==> config.mk <==
export PLATFORM = sky130hd
export DESIGN_NAME = ray_pixel_scheduler
export DESIGN_NICKNAME = d
export VERILOG_FILES = /design/src/rtl/ray_pixel_scheduler.sv
export SDC_FILE = /design/constraint.sdc
export NUM_CORES = 1
export LEC_CHECK = 0
export CAP_MARGIN = 20
export CORE_UTILIZATION = 50
export DETAILED_ROUTE_END_ITERATION = 16
export GPL_ROUTABILITY_DRIVEN = 0
export PLACE_DENSITY = 0.69
export SYNTH_ARGS = -nofsm -noshare
export SYNTH_HDL_FRONTEND = slang
export SYNTH_SLANG_ARGS = --single-unit
==> constraint.sdc <==
create_clock -name sysclk -period 12.89 [get_ports sysclk]
set_input_delay 1.9335 -clock sysclk [delete_from_list [all_inputs] [get_ports sysclk]]
set_output_delay 1.9335 -clock sysclk [all_outputs]
set_load 0.005 [all_outputs]
==> src/rtl/ray_pixel_scheduler.sv <==
// Frame-level sequencer for the ray pipeline.
// Walks the screen in raster order, issuing one pixel per cycle. A tag shift
// register, as deep as the pipeline's fixed latency, remembers which pixel is
// in flight, so each returning hit/distance is paired with its coordinates.
// Output backpressure freezes the pipeline, the tags and the result register
// together through a single shared stall.
//
//   state   | meaning
//   --------+-----------------------------------------------------------
//   S_IDLE  | waiting for start; nothing issued
//   S_ISSUE | issuing pixels in raster order, one per non-stalled cycle
//   S_DRAIN | all pixels issued; waiting for in-flight results to leave
module ray_pixel_scheduler #(
  parameter int H_RES        = 800,
  parameter int V_RES        = 600,
  parameter int PIPE_LATENCY = 12,
  parameter int DIST_W       = 16
) (
  input  logic              sysclk,
  input  logic              rst,
  input  logic              start,
  output logic              pipe_stall,
  output logic [9:0]        pixel_x,
  output logic [9:0]        pixel_y,
  output logic              pixel_valid,
  input  logic              hit_in,
  input  logic [DIST_W-1:0] dist_in,
  output logic              res_valid,
  input  logic              res_ready,
  output logic [9:0]        res_x,
  output logic [9:0]        res_y,
  output logic              res_hit,
  output logic [DIST_W-1:0] res_dist,
  output logic              busy,
  output logic              frame_done
);

  localparam logic [9:0] X_LAST = 10'(H_RES - 1);
  localparam logic [9:0] Y_LAST = 10'(V_RES - 1);

  typedef enum logic [1:0] {
    S_IDLE  = 2'd0,
    S_ISSUE = 2'd1,
    S_DRAIN = 2'd2
  } state_t;

  state_t state_q, state_d;

  logic [9:0] x_q, x_d;
  logic [9:0] y_q, y_d;

  logic [PIPE_LATENCY-1:0]       tag_v_q, tag_v_d;
  logic [PIPE_LATENCY-1:0][9:0]  tag_x_q, tag_x_d;
  logic [PIPE_LATENCY-1:0][9:0]  tag_y_q, tag_y_d;

  logic              res_valid_q, res_valid_d;
  logic [9:0]        res_x_q, res_x_d;
  logic [9:0]        res_y_q, res_y_d;
  logic              res_hit_q, res_hit_d;
  logic [DIST_W-1:0] res_dist_q, res_dist_d;

  logic stall;
  logic tags_empty;

  // A held result that nobody takes freezes everything upstream.
  assign stall      = res_valid_q & ~res_ready;
  assign tags_empty = (tag_v_q == '0);

  assign pipe_stall = stall;
  assign pixel_x    = x_q;
  assign pixel_y    = y_q;
  assign busy       = (state_q != S_IDLE);
  assign res_valid  = res_valid_q;
  assign res_x      = res_x_q;
  assign res_y      = res_y_q;
  assign res_hit    = res_hit_q;
  assign res_dist   = res_dist_q;

  // Next-state: FSM sequencing, raster counters, tag shift and result load.
  always_comb begin
    state_d     = state_q;
    x_d         = x_q;
    y_d         = y_q;
    tag_v_d     = tag_v_q;
    tag_x_d     = tag_x_q;
    tag_y_d     = tag_y_q;
    res_valid_d = res_valid_q;
    res_x_d     = res_x_q;
    res_y_d     = res_y_q;
    res_hit_d   = res_hit_q;
    res_dist_d  = res_dist_q;
    pixel_valid = 1'b0;
    frame_done  = 1'b0;

    case (state_q)
      S_IDLE: begin
        if (start) state_d = S_ISSUE;
      end
      S_ISSUE: begin
        if (!stall) begin
          pixel_valid = 1'b1;
          if (x_q == X_LAST) begin
            x_d = '0;
            if (y_q == Y_LAST) begin
              y_d     = '0;
              state_d = S_DRAIN;
            end else begin
              y_d = y_q + 10'd1;
            end
          end else begin
            x_d = x_q + 10'd1;
          end
        end
      end
      S_DRAIN: begin
        // Tags empty means the register holds (or held) the last pixel.
        if (tags_empty && (!res_valid_q || res_ready)) begin
          frame_done = 1'b1;
          state_d    = S_IDLE;
        end
      end
      default: state_d = S_IDLE;
    endcase

    if (!stall) begin
      tag_v_d[0] = pixel_valid;
      tag_x_d[0] = x_q;
      tag_y_d[0] = y_q;
      for (int i = 1; i < PIPE_LATENCY; i++) begin
        tag_v_d[i] = tag_v_q[i-1];
        tag_x_d[i] = tag_x_q[i-1];
        tag_y_d[i] = tag_y_q[i-1];
      end
      res_valid_d = tag_v_q[PIPE_LATENCY-1];
      res_x_d     = tag_x_q[PIPE_LATENCY-1];
      res_y_d     = tag_y_q[PIPE_LATENCY-1];
      res_hit_d   = hit_in;
      res_dist_d  = dist_in;
    end
  end

  // State, counter, tag and result registers; reset drops all in-flight work.
  always_ff @(posedge sysclk or posedge rst) begin
    if (rst) begin
      state_q     <= S_IDLE;
      x_q         <= '0;
      y_q         <= '0;
      tag_v_q     <= '0;
      tag_x_q     <= '0;
      tag_y_q     <= '0;
      res_valid_q <= 1'b0;
      res_x_q     <= '0;
      res_y_q     <= '0;
      res_hit_q   <= 1'b0;
      res_dist_q  <= '0;
    end else begin
      state_q     <= state_d;
      x_q         <= x_d;
      y_q         <= y_d;
      tag_v_q     <= tag_v_d;
      tag_x_q     <= tag_x_d;
      tag_y_q     <= tag_y_d;
      res_valid_q <= res_valid_d;
      res_x_q     <= res_x_d;
      res_y_q     <= res_y_d;
      res_hit_q   <= res_hit_d;
      res_dist_q  <= res_dist_d;
    end
  end

endmodule
## Word level (Yosys, flattened, before mapping)

Cells that the tools add are included.

- Divide/modulo/power cells: 0
- Bitwise logic cells: 3
- Equality and inequality tests: 9
- $add $sub $neg: 2
- Multiplexer cells: 12
- Multiply operators: 0
- Order comparisons: 0
- Reduce and logical (&&, ||, !) cells: 9
- Shift operators: 0

Operators with widths:

| kind | number |
|---|---|
| 10-bit by 1-bit adder with 10-bit output, second input constant | 2 |
| 10-bit equality test, second input constant | 2 |
| 10-bit 2-to-1 mux | 2 |
| 12-bit zero test | 1 |
| 2-bit 2-to-1 mux | 5 |
| 2-bit != test, second input constant | 5 |
| 2-bit one-hot mux with 3 select lines | 1 |
| 5-bit AND reduction | 1 |
| 1-bit 2-to-1 mux | 4 |
| 3-bit AND reduction | 1 |
| 2-bit by 1-bit equality test with 1-bit output, second input constant | 1 |
| 2-bit equality test, second input constant | 1 |
| 2-bit zero test | 1 |
| 1-bit NOT | 2 |
| 2-bit AND reduction | 1 |
| 2-bit nonzero test | 1 |
| 1-bit bitwise AND | 1 |
| 1-bit logical AND | 1 |
| 1-bit zero test | 1 |
| 1-bit logical OR | 1 |

- Input port bits: 21
- Memories kept: 0
- Bits in latches: 0
- Memory bits (writable): 0
- Register bits: 312
- Logic and storage cells: 68
- Output and inout bits: 62
- ROM bits: 0

## Longest topological paths before layout

- Word-level depth: 5
- Gate-level depth with buffers: 8
- Depth with buffers taken out: 5

## Worst setup path after synthesis

OpenSTA, ideal clock, no wires.

- Path kind: input port to output port
- Start: input port res_ready
- End: output port pipe_stall
- Path buffers: 3
- Setup slack: 8211 ps
- Cell stages on the path: 5
- Required time: 10957 ps
- Arrival time: 2745 ps
- Path through: nand2b_1 > buf_2 > inv_2 > buf_2 > buf_1

- Word-level cells in the longest chain between the ends: 2

Ends and longest elaborated chain:

| item | line | RTL |
|---|---|---|
| start: declaration | 29 | `input logic res_ready,` |
| 1-bit NOT | 66 | `assign stall = res_valid_q & ~res_ready;` |
| 1-bit bitwise AND | 66 |  |
| end: declaration | 22 | `output logic pipe_stall,` |

No other way between the ends.

## Worst setup path after layout

- Start: input port res_ready
- End: output port frame_done

- Word-level cells in the longest chain between the ends: 4

Ends and longest elaborated chain:

| item | line | RTL |
|---|---|---|
| 1-bit logical OR | 117 | `if (tags_empty && (!res_valid_q \|\| res_ready)) begin` |
| 1-bit logical AND | 117 |  |
| 1-bit 2-to-1 mux | 117 |  |
| 1-bit 2-to-1 mux | 95 | `case (state_q)` |
| end: declaration | 35 | `output logic frame_done` |

No other way between the ends.

==> impl_metrics.ini <==
[run_status]
status = complete, no violations

[floorplanning]
io_pins = 83
die_h_um = 157
dieArea_sq_um = 24600
start_util_pct = 51.1
die_width_um = 157
coreArea_sq_um = 23500
fp-row-count = 56

[sta]
worst_pin_slew_ns = 1.08
slew_headroom_pct = 28.2
fin_crit_sh_pct = 47.6
rsz0062_at_grt = false
layout_setup_ws_ns = 6.75
maxSlewViolCount = 0
max_freq_mhz = 163
finalSetupViolations = 0
tns_ns = 0
min_period_ns = 6.14
hold_viol = 0
clock_skew_ns = 0.00750

[layout]
fin_nets = 1424
n_antenna_cell = 0
drive_gt1_share_pct = 4.86
nFillCells = 2043
fin_cells = 1739
area_growth_pct = 18.0
multi_input_area_sq_um = 3860
seq_area_sq_um = 7810

[clocking]
cts_buffers = 34
clkTransAtPathRegs_ns = 0.05
cts_root_buffer = clkbuf_16
ctsHoldBuffers = 0
cts_resized = 0
clock_latency_ns = 0.50
htreeDepth = 2
cts.path.max_buffers = 3
cts_setup_buffers = 0
tritoncts = done
clock-sinks = 312

[power_and_ir_drop]
ir_drop_mv = 0.0944
intPower_uw = 1970
pwr-share-seq_pct = 47.6
pwr-share-clk_pct = 33.5
comb_power_share_pct = 18.9
switchingPower_uw = 816
p_leak_uw = 0.00764
powerDensity_nw_per_um2 = 197
swShare_pct = 29.3

[synthesis]
ys_async_sr_fraction_pct = 100
synth_ff_type = dfrtp_1
synth-seq-area-share_pct = 65.1
synth_edf_count = 0
ys_ff_latch = 312
syn_inst = 1341
yosysWarnings = 0
synth_area_leaders = dfrtp_1 (65%), nand2_1 (27%), clkbuf_1 (1.3%)
synth_top_area_share_pct = 65.1
synth.avg_cell_area_sq_um = 8.94
yosys.area.top_type = dfrtp_1
synth_commonest_cells = nand2_1 (862), dfrtp_1 (312), clkbuf_1 (43)
yosysMostFrequentCell = nand2_1
synthesis.nets = 1364
syn_area_sq_um = 12000
synth.distinct_cells = 40

[detailed_routing]
vias = 8283
drt_iter0_drc = 645
wl_um = 20600
ant_nets = 0
wl_per_cell_um = 11.8
drt-pass1-iter-count = 5
vias_per_cell = 4.76
route.detailed.drc = 0

[grt]
grt_pass1_wl_um = 36000
grt_pass1_vias = 7990
antenna_found_initial = 0
track_usage_pct = 17.7
grt_start_max_net_pins = 153
overflow = 0

[setup_path]
crit_slowest_cell = clkdlybuf4s50_1
crit_arrival_ns = 4.21
start_kind = primary input
critPathMaxStageDelay_ns = 0.54
cp-end-kind = output port
crit_fanout = 110
cp_data_required_time_ns = 10.96
worstSetupPathType = in -> out
cp_common_cell = clkdlybuf4s50_1
cp_cell_sequence = clkdlybuf4s50_1 -> nand2b_4 -> inv_8 -> nor2_1 -> and4_1 -> nor3b_1 -> clkdlybuf4s50_1

[min_path]
hp-class = reg -> reg

[place]
hpwl_um = 11400
port_buffers = 82
dp.cells = 1681
dp_slack_ns = 6.77

[job]
maxCapViolCount = 0
-- final cells by class --
cell class	count	share of cell area, %
Clock buffer	47	6.93
Clock inverter	8	0.681
Inverter	10	0.371
Multi-Input combinational cell	951	27.3
Sequential cell	312	55.2
Tap cell	319	2.82
Timing Repair Buffer	92	6.70
-- cell families (layout without fill, tap and decap cells) --
group / after synthesis / after routing / share of synthesized area [%]
DFF: 312 / 312 / 65.1
muxes: 2 / 2 / 0.167
buffers and inverters: 78 / 157 / 2.69
xor gates and xnor gates: 11 / 11 / 0.804
adders and majority gates: 2 / 2 / 0.209
AOI/OAI and AO/OA: 24 / 24 / 1.33
and+or+nand+nor: 912 / 912 / 29.7
-- sequential cells by signal (all words and copies together) (netlist names) --
| signal | flops |
|---|---|
| pixel_x | 10 |
| res_valid | 1 |
| res_dist | 16 |
| tag_y_q | 120 |
| res_y | 10 |
| res_hit | 1 |
| state_q | 2 |
| tag_v_q | 12 |
| res_x | 10 |
| pixel_y | 10 |
| tag_x_q | 120 |
-- power groups by stage --
stage               Sequential [uW]  Clock [uW]  Combinational, uW
floorplan                      1320           0                364
global placement               1330           0                516
detailed placement             1340           0                529
CTS                            1330         959                532
global route                   1360         997                612
finish                         1330         932                525
-- routing by layer --
metal / up-vias / global-route usage [%] / part of all wire (%) / wire length (um)
met5: - / 0 / 0 / 0
met4: 0 / 6.02 / 2.0 / 420
met3: 36 / 3.18 / 3.9 / 796
met2: 129 / 29.8 / 46 / 9500
met1: 3891 / 23.1 / 48 / 9880
li1: 4227 / - / - / -
-- worst paths after layout --
kind,start,end,slack [ns],cells after the start
setup reg to reg,res_valid,tag_x_q[55],9.77,7
min in group asynchronous,rst,tag_x_q[114],1.90,2
max in group asynchronous,rst,tag_y_q[68],9.62,3
hold / removal,res_y[1],res_y[1],0.46,2
hold reg to reg,res_y[1],res_y[1],0.46,2
setup / recovery,res_ready,frame_done,6.75,7
-- worst max-delay path, delay by kind of cell --
kind	cells	cell delay, ns
buffers and inverters	3	1.21
and+or+nand+nor	4	0.98
-- per-stage QoR --
stage / cell area, sq um / total power [uW] / util (%) / hold WS [ns]
CTS: 14100 / 2820 / 60.0 / 0.467
global placement: 13000 / 1850 / 55.4 / 0.448
detailed placement: 13000 / 1870 / 55.4 / 0.454
finish: 14100 / 2780 / 60.3 / 0.461
global route: 14100 / 2960 / 60.3 / 0.479
floorplan: 12000 / 1680 / - / 0.430
-- cells in the final DEF (no fill, tap or decap), drive strengths merged, types with 3 or more instances in the layout --
cell	n
buf	10
and3	3
clkdlybuf4s50	82
nor4b	3
a31oi	3
clkbuf	47
and4	3
nor2	9
nand4	7
nand3	8
nor3	7
inv	11
xnor2	9
o21ai	12
nor4	3
clkinv	4
dfrtp	312
nand2	862
Note: power is estimated with default switching activity, not from simulation.
